===== config.mk =====
export PLATFORM = sky130hd
export DESIGN_NAME = multicycle_controller
export DESIGN_NICKNAME = d
export VERILOG_FILES = /design/src/rtl/ctl_pkg.sv /design/src/rtl/mc_output_decode.sv /design/src/rtl/multicycle_controller.sv
export SDC_FILE = /design/constraint.sdc
export NUM_CORES = 1
export LEC_CHECK = 0
export ABC_AREA = 1
export BUFFER_PORTS_ARGS = -buffer_cell sky130_fd_sc_hd__buf_2
export CORE_MARGIN = 3
export CORE_UTILIZATION = 50
export DETAILED_ROUTE_END_ITERATION = 7
export PLACE_DENSITY = 0.82
export SETUP_SLACK_MARGIN = 0.4
export SYNTH_ARGS = -nofsm -noshare
export SYNTH_HDL_FRONTEND = slang
export SYNTH_SLANG_ARGS = --single-unit

===== constraint.sdc =====
create_clock -name clk -period 2.4 [get_ports clk]
set_input_delay 0.12 -clock clk [delete_from_list [all_inputs] [get_ports clk]]
set_output_delay 0.12 -clock clk [all_outputs]
set_load 0.05 [all_outputs]

===== src/rtl/ctl_pkg.sv =====
`default_nettype none
// +----------------------------------------------------------------------+
// | ctl_pkg                                                              |
// | Shared state encoding, opcode and datapath select constants for the  |
// | multicycle controller.                                               |
// | Revision: 1.0                                                        |
// +----------------------------------------------------------------------+
package ctl_pkg;

  typedef enum logic [3:0] {
    S_FETCH    = 4'd0,
    S_DECODE   = 4'd1,
    S_MEM_ADDR = 4'd2,
    S_MEM_RD   = 4'd3,
    S_MEM_WB   = 4'd4,
    S_MEM_WR   = 4'd5,
    S_R_EXEC   = 4'd6,
    S_R_WB     = 4'd7,
    S_BRANCH   = 4'd8,
    S_JUMP     = 4'd9,
    S_I_EXEC   = 4'd10,
    S_I_WB     = 4'd11,
    S_TRAP     = 4'd12
  } state_t;

  localparam logic [5:0] OP_RTYPE = 6'b000000;
  localparam logic [5:0] OP_LW    = 6'b100011;
  localparam logic [5:0] OP_SW    = 6'b101011;
  localparam logic [5:0] OP_BEQ   = 6'b000100;
  localparam logic [5:0] OP_J     = 6'b000010;
  localparam logic [5:0] OP_ADDI  = 6'b001000;

  localparam logic [1:0] ALU_ADD   = 2'b00;
  localparam logic [1:0] ALU_SUB   = 2'b01;
  localparam logic [1:0] ALU_FUNCT = 2'b10;

  localparam logic [1:0] SRCB_RT     = 2'b00;
  localparam logic [1:0] SRCB_FOUR   = 2'b01;
  localparam logic [1:0] SRCB_IMM    = 2'b10;
  localparam logic [1:0] SRCB_IMM_SH = 2'b11;

  localparam logic [1:0] PCSRC_ALU    = 2'b00;
  localparam logic [1:0] PCSRC_ALUOUT = 2'b01;
  localparam logic [1:0] PCSRC_JUMP   = 2'b10;

  // Dispatch target out of DECODE; anything unrecognised traps.
  function automatic state_t decode_target(input logic [5:0] op);
    case (op)
      OP_RTYPE:     decode_target = S_R_EXEC;
      OP_LW, OP_SW: decode_target = S_MEM_ADDR;
      OP_BEQ:       decode_target = S_BRANCH;
      OP_J:         decode_target = S_JUMP;
      OP_ADDI:      decode_target = S_I_EXEC;
      default:      decode_target = S_TRAP;
    endcase
  endfunction

endpackage
`default_nettype wire


===== src/rtl/mc_output_decode.sv =====
`default_nettype none
// +----------------------------------------------------------------------+
// | mc_output_decode                                                     |
// | Combinational map from controller state to datapath control bundle. |
// | Revision: 1.0                                                        |
// +----------------------------------------------------------------------+
module mc_output_decode
  import ctl_pkg::*;
(
  input  logic [3:0] i_state,
  input  logic       i_mem_ready,
  input  logic       i_zero,
  output logic       o_pc_en,
  output logic       o_ir_write,
  output logic       o_i_or_d,
  output logic       o_mem_read,
  output logic       o_mem_write,
  output logic       o_mem_to_reg,
  output logic       o_reg_dst,
  output logic       o_reg_write,
  output logic       o_alu_src_a,
  output logic [1:0] o_alu_src_b,
  output logic [1:0] o_alu_op,
  output logic [1:0] o_pc_source,
  output logic       o_trap
);

  logic w_pc_write;
  logic w_pc_write_cond;

  always_comb begin
    w_pc_write      = 1'b0;
    w_pc_write_cond = 1'b0;
    o_ir_write      = 1'b0;
    o_i_or_d        = 1'b0;
    o_mem_read      = 1'b0;
    o_mem_write     = 1'b0;
    o_mem_to_reg    = 1'b0;
    o_reg_dst       = 1'b0;
    o_reg_write     = 1'b0;
    o_alu_src_a     = 1'b0;
    o_alu_src_b     = SRCB_RT;
    o_alu_op        = ALU_ADD;
    o_pc_source     = PCSRC_ALU;
    o_trap          = 1'b0;
    case (state_t'(i_state))
      S_FETCH: begin
        o_mem_read  = 1'b1;
        o_alu_src_b = SRCB_FOUR;
        o_ir_write  = i_mem_ready;
        w_pc_write  = i_mem_ready;
      end
      S_DECODE:   o_alu_src_b = SRCB_IMM_SH;
      S_MEM_ADDR, S_I_EXEC: begin
        o_alu_src_a = 1'b1;
        o_alu_src_b = SRCB_IMM;
      end
      S_MEM_RD: begin
        o_mem_read = 1'b1;
        o_i_or_d   = 1'b1;
      end
      S_MEM_WB: begin
        o_reg_write  = 1'b1;
        o_mem_to_reg = 1'b1;
      end
      S_MEM_WR: begin
        o_mem_write = 1'b1;
        o_i_or_d    = 1'b1;
      end
      S_R_EXEC: begin
        o_alu_src_a = 1'b1;
        o_alu_op    = ALU_FUNCT;
      end
      S_R_WB: begin
        o_reg_write = 1'b1;
        o_reg_dst   = 1'b1;
      end
      S_BRANCH: begin
        o_alu_src_a     = 1'b1;
        o_alu_op        = ALU_SUB;
        o_pc_source     = PCSRC_ALUOUT;
        w_pc_write_cond = 1'b1;
      end
      S_JUMP: begin
        w_pc_write  = 1'b1;
        o_pc_source = PCSRC_JUMP;
      end
      S_I_WB:  o_reg_write = 1'b1;
      S_TRAP:  o_trap      = 1'b1;
      default: ;
    endcase
  end

  assign o_pc_en = w_pc_write | (w_pc_write_cond & i_zero);

endmodule
`default_nettype wire


===== src/rtl/multicycle_controller.sv =====
`default_nettype none
// +----------------------------------------------------------------------+
// | multicycle_controller                                                |
// | Multi-cycle MIPS-subset control FSM with trap and retire counter.    |
// | Revision: 1.0                                                        |
// +----------------------------------------------------------------------+
module multicycle_controller
  import ctl_pkg::*;
#(
  parameter int CNT_W = 32
) (
  input  logic             clk,
  input  logic             rst,
  input  logic [5:0]       opcode,
  input  logic             zero,
  input  logic             mem_ready,
  output logic             pc_en,
  output logic             ir_write,
  output logic             i_or_d,
  output logic             mem_read,
  output logic             mem_write,
  output logic             mem_to_reg,
  output logic             reg_dst,
  output logic             reg_write,
  output logic             alu_src_a,
  output logic [1:0]       alu_src_b,
  output logic [1:0]       alu_op,
  output logic [1:0]       pc_source,
  output logic             trap,
  output logic [3:0]       state_dbg,
  output logic [CNT_W-1:0] retired
);

  localparam logic [CNT_W-1:0] C_ONE = {{(CNT_W-1){1'b0}}, 1'b1};

  state_t           r_state;
  state_t           w_next;
  logic             w_retire;
  logic [CNT_W-1:0] r_retired;
  logic [15:0]      w_ctl;

  always_comb begin
    w_next   = r_state;
    w_retire = 1'b0;
    case (r_state)
      S_FETCH:    if (mem_ready) w_next = S_DECODE;
      S_DECODE:   w_next = decode_target(opcode);
      S_MEM_ADDR: w_next = (opcode == OP_SW) ? S_MEM_WR : S_MEM_RD;
      S_MEM_RD:   if (mem_ready) w_next = S_MEM_WB;
      S_MEM_WR: begin
        if (mem_ready) begin
          w_next   = S_FETCH;
          w_retire = 1'b1;
        end
      end
      S_R_EXEC:   w_next = S_R_WB;
      S_I_EXEC:   w_next = S_I_WB;
      S_MEM_WB, S_R_WB, S_BRANCH, S_JUMP, S_I_WB: begin
        w_next   = S_FETCH;
        w_retire = 1'b1;
      end
      S_TRAP:     w_next = S_TRAP;
      default:    w_next = S_FETCH;
    endcase
  end

  always_ff @(posedge clk or posedge rst) begin
    if (rst) begin
      r_state   <= S_FETCH;
      r_retired <= '0;
    end else begin
      r_state <= w_next;
      if (w_retire) r_retired <= r_retired + C_ONE;
    end
  end

  mc_output_decode u_dec (
    .i_state      (r_state),
    .i_mem_ready  (mem_ready),
    .i_zero       (zero),
    .o_pc_en      (w_ctl[15]),
    .o_ir_write   (w_ctl[14]),
    .o_i_or_d     (w_ctl[13]),
    .o_mem_read   (w_ctl[12]),
    .o_mem_write  (w_ctl[11]),
    .o_mem_to_reg (w_ctl[10]),
    .o_reg_dst    (w_ctl[9]),
    .o_reg_write  (w_ctl[8]),
    .o_alu_src_a  (w_ctl[7]),
    .o_alu_src_b  (w_ctl[6:5]),
    .o_alu_op     (w_ctl[4:3]),
    .o_pc_source  (w_ctl[2:1]),
    .o_trap       (w_ctl[0])
  );

  // Reset forces the bundle low combinationally so an in-flight access drops at once.
  assign {pc_en, ir_write, i_or_d, mem_read, mem_write, mem_to_reg, reg_dst,
          reg_write, alu_src_a, alu_src_b, alu_op, pc_source, trap}
         = rst ? 16'h0000 : w_ctl;

  assign state_dbg = r_state;
  assign retired   = r_retired;

endmodule
`default_nettype wire


==> metrics, run 1 <==
number of buffers created by CTS 5; die area 0.006068 sq mm; number of synthesized register bits 36; run status complete, no violations; number of antenna violations at the first check in global routing 0; 1st-pass router iterations 4; FMAX 0.5454 GHz; Hold/Removal Path Class input port to asynchronous set/reset pin; Post-Syn Area 0.002585 sq mm; Row Count 25; ys flop type dfrtp_1; fill cell instance count of the final layout 457; signed area change from the synthesized netlist to the final layout 17.91%; slowest CP cell dfrtp_1; Congestion Overflow GR 0; # Max-Cap Violations 0; net count after synthesis 433; routed length per instance 11.72 microns; top-level I/O count 62; H-tree depth reported by CTS 2; clock root buffer clkbuf_8; share of flip-flops with an asynchronous set or reset after synthesis 1.000; FF-to-FF Start state_dbg[1]$_DFFE_PP0P_; final number of hold-violating endpoints 0; drt total wl 6494 microns; CP most frequent cell nand2_1; number of flops mapped to enable cells by yosys 0; worst-case vdd ir drop 0.8183 mV; Avg Synthesized Cell Area 6.126 sq um; sequential element share of the synthesized area 0.3485; clock input transition at the sequential cells of the worst setup and hold paths 0.07 ns; Cell Area, Placed 0.002958 sq mm; quantity of I/O buffers inserted on ports 61; Least-Margin Pin Slew 0.4594 ns; core area 0.004848 sq mm; Die X 77.90 microns; worst setup slack after layout 0.5665 ns; Warnings, synthesis 0; Post-Route Hold Slack 0.1002 ns; effective utilization at floorplan 0.5332; initial DRC count 177; overall power of the completed layout 2.704 mW; die span in y 77.90 microns; data arrival time of the critical path 1.71 ns; final total negative setup slack 0 ns; Non-Filler Cell Area, Final 0.003048 sq mm; Final period util 0.7640; wire length of the first global-routing pass 11410 microns; Critical path origin state_dbg[2]$_DFFE_PP0P_; critical path startpoint category register; post_cts resized 0; buffer levels on the longest clock path 2; vias post-DR 2760; Pwr Density 887.0 mW/mm^2; Inst Count DP 546; maximum clock skew at final layout 0.006183 ns; Post-Layout Cell Count 554; fin. max-slew vios 0; minimum period implied by the final worst setup slack 1.834 ns; setup violation total in the final timing report 0; pre-CTS WS 0.7038 ns; area used by multi-input combinational logic 0.001454 sq mm; HPWL Detailed 5082 microns; highest net fanout along the worst path 7; Setup crit end kind output pin; maximum number of pins on one net before global-route repair 37; final net count 497; worst-case headroom to the max-slew limit 0.6937; share of post-route cells with drive strength above 1 0.1828; cell leakage power 1.641 nW; DR vias/cell 4.982; Slowest Stage Delay on Critical Path 0.44 ns; final weighted congestion of routability-driven global placement 0.9020; final core occ 0.6286; Tot GR Track Use 0.2303; crit-path cells nor2_2 > nand2_1 > inv_1 > nand2_1 > a31oi_2 > buf_2; diode insertion count for antenna repair 0; crit path kind register to output pin; hold buffer count at cts 0; sink count of the clock tree 36; post-CTS setup buffers 0; CTS tree built; clock latency on the worst-skew pair 0.29 ns; endpoint required time on the critical path 2.28 ns; RSZ-0062 raised after global routing false; number of global-route vias before repair 2577; antenna-violating nets left 0; Remaining DRCs 0; count of mapped cells out of synthesis 422; Unique masters post-synth 27; area of all sequential standard cells 900.9 sq um
[cell type report]
cell class                 instances  share of cell area
multi-input combinational        327              0.4770
timing repair buffer              63              0.1051
tap                               67             0.02750
sequential                        36              0.2956
inverter                          53             0.06527
clock buffer                       8             0.02956
[sequential cells by signal, indices dropped and copies added (netlist names)]
register / flops
retired: 32
state_dbg: 4
[worst paths after layout]
path	endpoint	slack, ns	cells past startpoint
max in group asynchronous	retired[7]$_DFFE_PP0P_	1.98	3
min	retired[15]$_DFFE_PP0P_	0.10	3
min reg2reg	retired[1]$_DFFE_PP0P_	0.53	2
max	pc_en	0.57	6
min in group clk	state_dbg[1]$_DFFE_PP0P_	0.16	2
max reg2reg	retired[16]$_DFFE_PP0P_	0.68	8
[synthesized netlist by cell type (all sizes together) (5+ instances only)]
library cell	instances	area (sq um)
nand2	190	720.7
a21oi	6	30.03
xor2	16	140.1
nand3	20	112.6
inv	52	195.2
buf	5	42.53
nand4	7	43.79
dfrtp	36	900.9
o21ai	6	30.03
nor2	74	300.3
[cells in the final DEF (no fill, tap or decap)]
master / instances
clkinv_1: 1
nor2_1: 65
clkbuf_8: 6
o221ai_1: 1
nor2_2: 9
a21boi_0: 1
o21ai_1: 2
nand3_1: 19
a21oi_2: 1
o21ai_0: 4
clkbuf_1: 2
nand2_1: 187
inv_1: 49
inv_2: 3
o211ai_1: 1
xor2_1: 16
nand3b_1: 1
nand3_4: 1
dfrtp_1: 36
a31oi_2: 1
ha_1: 1
buf_4: 2
nand2_2: 3
or2_2: 1
a21oi_1: 5
buf_2: 61
nand4_1: 7
nor3_2: 1
[routing by layer]
metal	track usage	part of all wire	vias up
met2	0.4058	0.51	75
met4	0.06294	0.012	0
met3	0.04640	0.053	8
met5	0	0	-
met1	0.2848	0.43	1267
li1	-	-	1410
[worst max-delay path, delay by kind of cell (launching register included)]
| kind | cells | cell delay, ns |
|---|---|---|
| and+or+nand+nor | 3 | 0.46 |
| buffers and inverters | 2 | 0.37 |
| DFF | 1 | 0.44 |
| AOI/OAI and AO/OA | 1 | 0.16 |
[logic make-up (layout without fill, tap and decap cells)]
group | count (synthesis) | in the layout | share of synthesized area
AOI/OAI and AO/OA | 16 | 16 | 0.03486
xor gates and xnor gates | 16 | 16 | 0.05421
adders and majority gates | 1 | 1 | 0.004839
buffers and inverters | 59 | 124 | 0.09486
DFF | 36 | 36 | 0.3485
and+or+nand+nor | 294 | 294 | 0.4627
[report_power, final]
part,switching (mW),internal (mW),leakage (nW)
registers,0.110,0.693,0.462
clock network,0.214,0.234,0.0455
logic,1.12,0.329,1.13
total,1.45,1.26,1.64
Power figures use the tool's default switching activity.
==> run 2: changes to the inputs <==
CORE_UTILIZATION = 49   (was 50)
PLACE_DENSITY = 0.84   (was 0.82)
clock period = 1.5 ns   (was 2.4 ns; I/O delays follow)
==> metrics, run 2 (synthesized netlist as in run 1, its figures left out) <==
run status finished with violations; violations in the final reports setup timing; Pwr Density 1677 mW/mm^2 (+89%); Die X 78.63 microns (+0.94%); H-tree depth reported by CTS 2 (unchanged); most common library cell in the layout ignoring fill and taps nand2_1; routed length per instance 15.84 microns (+35%); slack of the worst reg-to-reg path -0.15 ns (-0.83 ns); share of post-route cells with drive strength above 1 0.3942 (+0.2115); sink count of the clock tree 36 (unchanged); Tot GR Track Use 0.2797 (+0.04949); maximum clock skew at final layout 0.005718 ns (-0.0004649 ns); hold buffer count at cts 0 (unchanged); setup violation total in the final timing report 48 (+48); Inst Count DP 554 (+1.5%); cell leakage power 1.886 nW (+15%); critical path startpoint category register; Hold/Removal Path Class input port to register; wire length of the first global-routing pass 13620 microns (+19%); top-level I/O count 62 (unchanged); worst setup slack after layout -0.2270 ns (-0.7935 ns); effective utilization at floorplan 0.5264 (-0.006792); Worst Hold Path EP state_dbg[1]$_DFFE_PP0P_; clock root buffer clkbuf_8; quantity of I/O buffers inserted on ports 61 (unchanged); final total negative setup slack -5.248 ns (-5.248 ns); HPWL Detailed 5483 microns (+7.9%); commonest non-fill, non-tap cells in the layout 172 x nand2_1, 47 x nor2_1, 38 x inv_1, 32 x buf_2, 30 x dfrtp_2; vias post-DR 3229 (+17%); die span in y 78.63 microns (+0.94%); die area 0.006183 sq mm (+1.9%); Largest register FFs 32 (unchanged); Setup crit end kind output pin; number of antenna violations at the first check in global routing 0 (unchanged); Reg2Reg Depth 10 (+2); drt total wl 9298 microns (+43%); final weighted congestion of routability-driven global placement 0.9856 (+9.3%); overall power of the completed layout 6.645 mW (+150%); # Max-Cap Violations 0 (unchanged); worst hold path cell count 2; CTS tree built; crit path kind register to output pin; signed area change from the synthesized netlist to the final layout 53.29%; Post-Layout Cell Count 587 (+6.0%); fill cell instance count of the final layout 311 (-32%); DR vias/cell 5.501 (+10%); diode insertion count for antenna repair 0 (unchanged); buffer levels on the longest clock path 2 (unchanged); Congestion Overflow GR 0 (unchanged); fin. max-slew vios 0 (unchanged); RSZ-0062 raised after global routing true; data arrival time of the critical path 1.65 ns (-0.06 ns); Final period util 1.151; maximum number of pins on one net before global-route repair 37 (unchanged); number of global-route vias before repair 3006 (+17%); Min-Delay Startpoint mem_ready; core area 0.004911 sq mm (+1.3%); worst-case vdd ir drop 1.565 mV (+91%); 1st-pass router iterations 5 (+1); number of buffers created by CTS 5 (unchanged); endpoint required time on the critical path 1.42 ns (-0.86 ns); final net count 530 (+6.6%); worst-case headroom to the max-slew limit 0.5062 (-0.1875); final number of hold-violating endpoints 0 (unchanged); antenna-violating nets left 0 (unchanged); clock input transition at the sequential cells of the worst setup and hold paths 0.07 ns (about the same); Remaining DRCs 0 (unchanged); minimum period implied by the final worst setup slack 1.727 ns; Row Count 25 (unchanged); initial DRC count 187 (+5.6%); FF-to-FF Start state_dbg[2]$_DFFE_PP0P_; FMAX 0.5790 GHz; endpoint of the lowest-slack register-to-register path retired[20]$_DFFE_PP0P_; Least-Margin Pin Slew 0.7407 ns (+0.2813 ns); highest net fanout along the worst path 6 (-1); clock latency on the worst-skew pair 0.29 ns (about the same)
==> run 2: cell types whose count changed in the layout (fill, tap and decap cells not counted), moves of 6 or more <==
cell,before,now
nor2_4,0,18
buf_8,0,9
clkbuf_4,0,6
buf_4,2,18
nor2_1,65,47
buf_6,0,24
nand2_2,3,13
inv_1,49,38
dfrtp_2,0,30
nand2_1,187,172
inv_2,3,12
buf_2,61,32
dfrtp_1,36,6
==> run 2: area by class of cell <==
cell class | instances | area [sq um] | share of cell area
inverter | 53 | 212.7 | 0.05368
timing repair inverter | 1 | 8.758 | 0.002210
sequential | 36 | 938.4 | 0.2368
tap | 67 | 83.83 | 0.02116
clock buffer | 7 | 76.32 | 0.01926
clock inverter | 1 | 5.005 | 0.001263
multi-input combinational | 327 | 1754 | 0.4427
timing repair buffer | 95 | 883.3 | 0.2229
==> run 2: what timing repair did <==
item                                    in CTS  in global routing
endpoints found under the setup margin      55                 64
gates resized for setup                     72                 47
buffers inserted                            14                  7
pin swaps                                   10                  6
cloned                                       2                  2
==> run 2: per-layer routing <==
layer  track usage  vias up  part of all wire
met3       0.04358       46             0.078
met1        0.3225     1508              0.36
met4        0.1573        0             0.054
met5             0        -                 0
li1              -     1473                 -
met2        0.4898      202              0.50
==> run 2: critical path, cell delays in order (launching register included) <==
cell	delay (ns)
dfrtp_2	0.48
nor2_4	0.21
nand2_2	0.11
inv_2	0.12
nand2_4	0.09
a31oi_4	0.16
buf_6	0.19
==> run 2: worst max path at each step <==
stage / endpoint / slack [ns] / start
floorplan: pc_en / 0.006 / state_dbg[1]$_DFFE_PP0P_
global placement: alu_src_a / -0.007 / state_dbg[0]$_DFFE_PP0P_
detailed placement: retired[6]$_DFFE_PP0P_ / -0.02 / state_dbg[3]$_DFFE_PP0P_
CTS: i_or_d / -0.11 / state_dbg[2]$_DFFE_PP0P_
global route: pc_en / -0.24 / state_dbg[2]$_DFFE_PP0P_
finish: pc_en / -0.23 / state_dbg[2]$_DFFE_PP0P_
==> run 2: stage by stage <==
stage	cell area (sq um)	hold slack (ns)	worst slack, ns	utilization
CTS	3710	0.1222	-0.1118	0.7554
global placement	3269	0.4058	-0.006830	0.6657
finish	3963	0.1725	-0.2270	0.8069
detailed placement	3269	0.3982	-0.01579	0.6657
global route	3963	0.1668	-0.2387	0.8069
floorplan	2826	0.03547	0.006122	-
==> run 2: report_power, final <==
group	switching [mW]	leakage, nW	total [mW]	internal (mW)
clock	0.352	0.0422	0.679	0.326
sequential	0.239	0.423	1.37	1.13
combinational	2.70	1.42	4.59	1.89
total	3.29	1.89	6.64	3.35
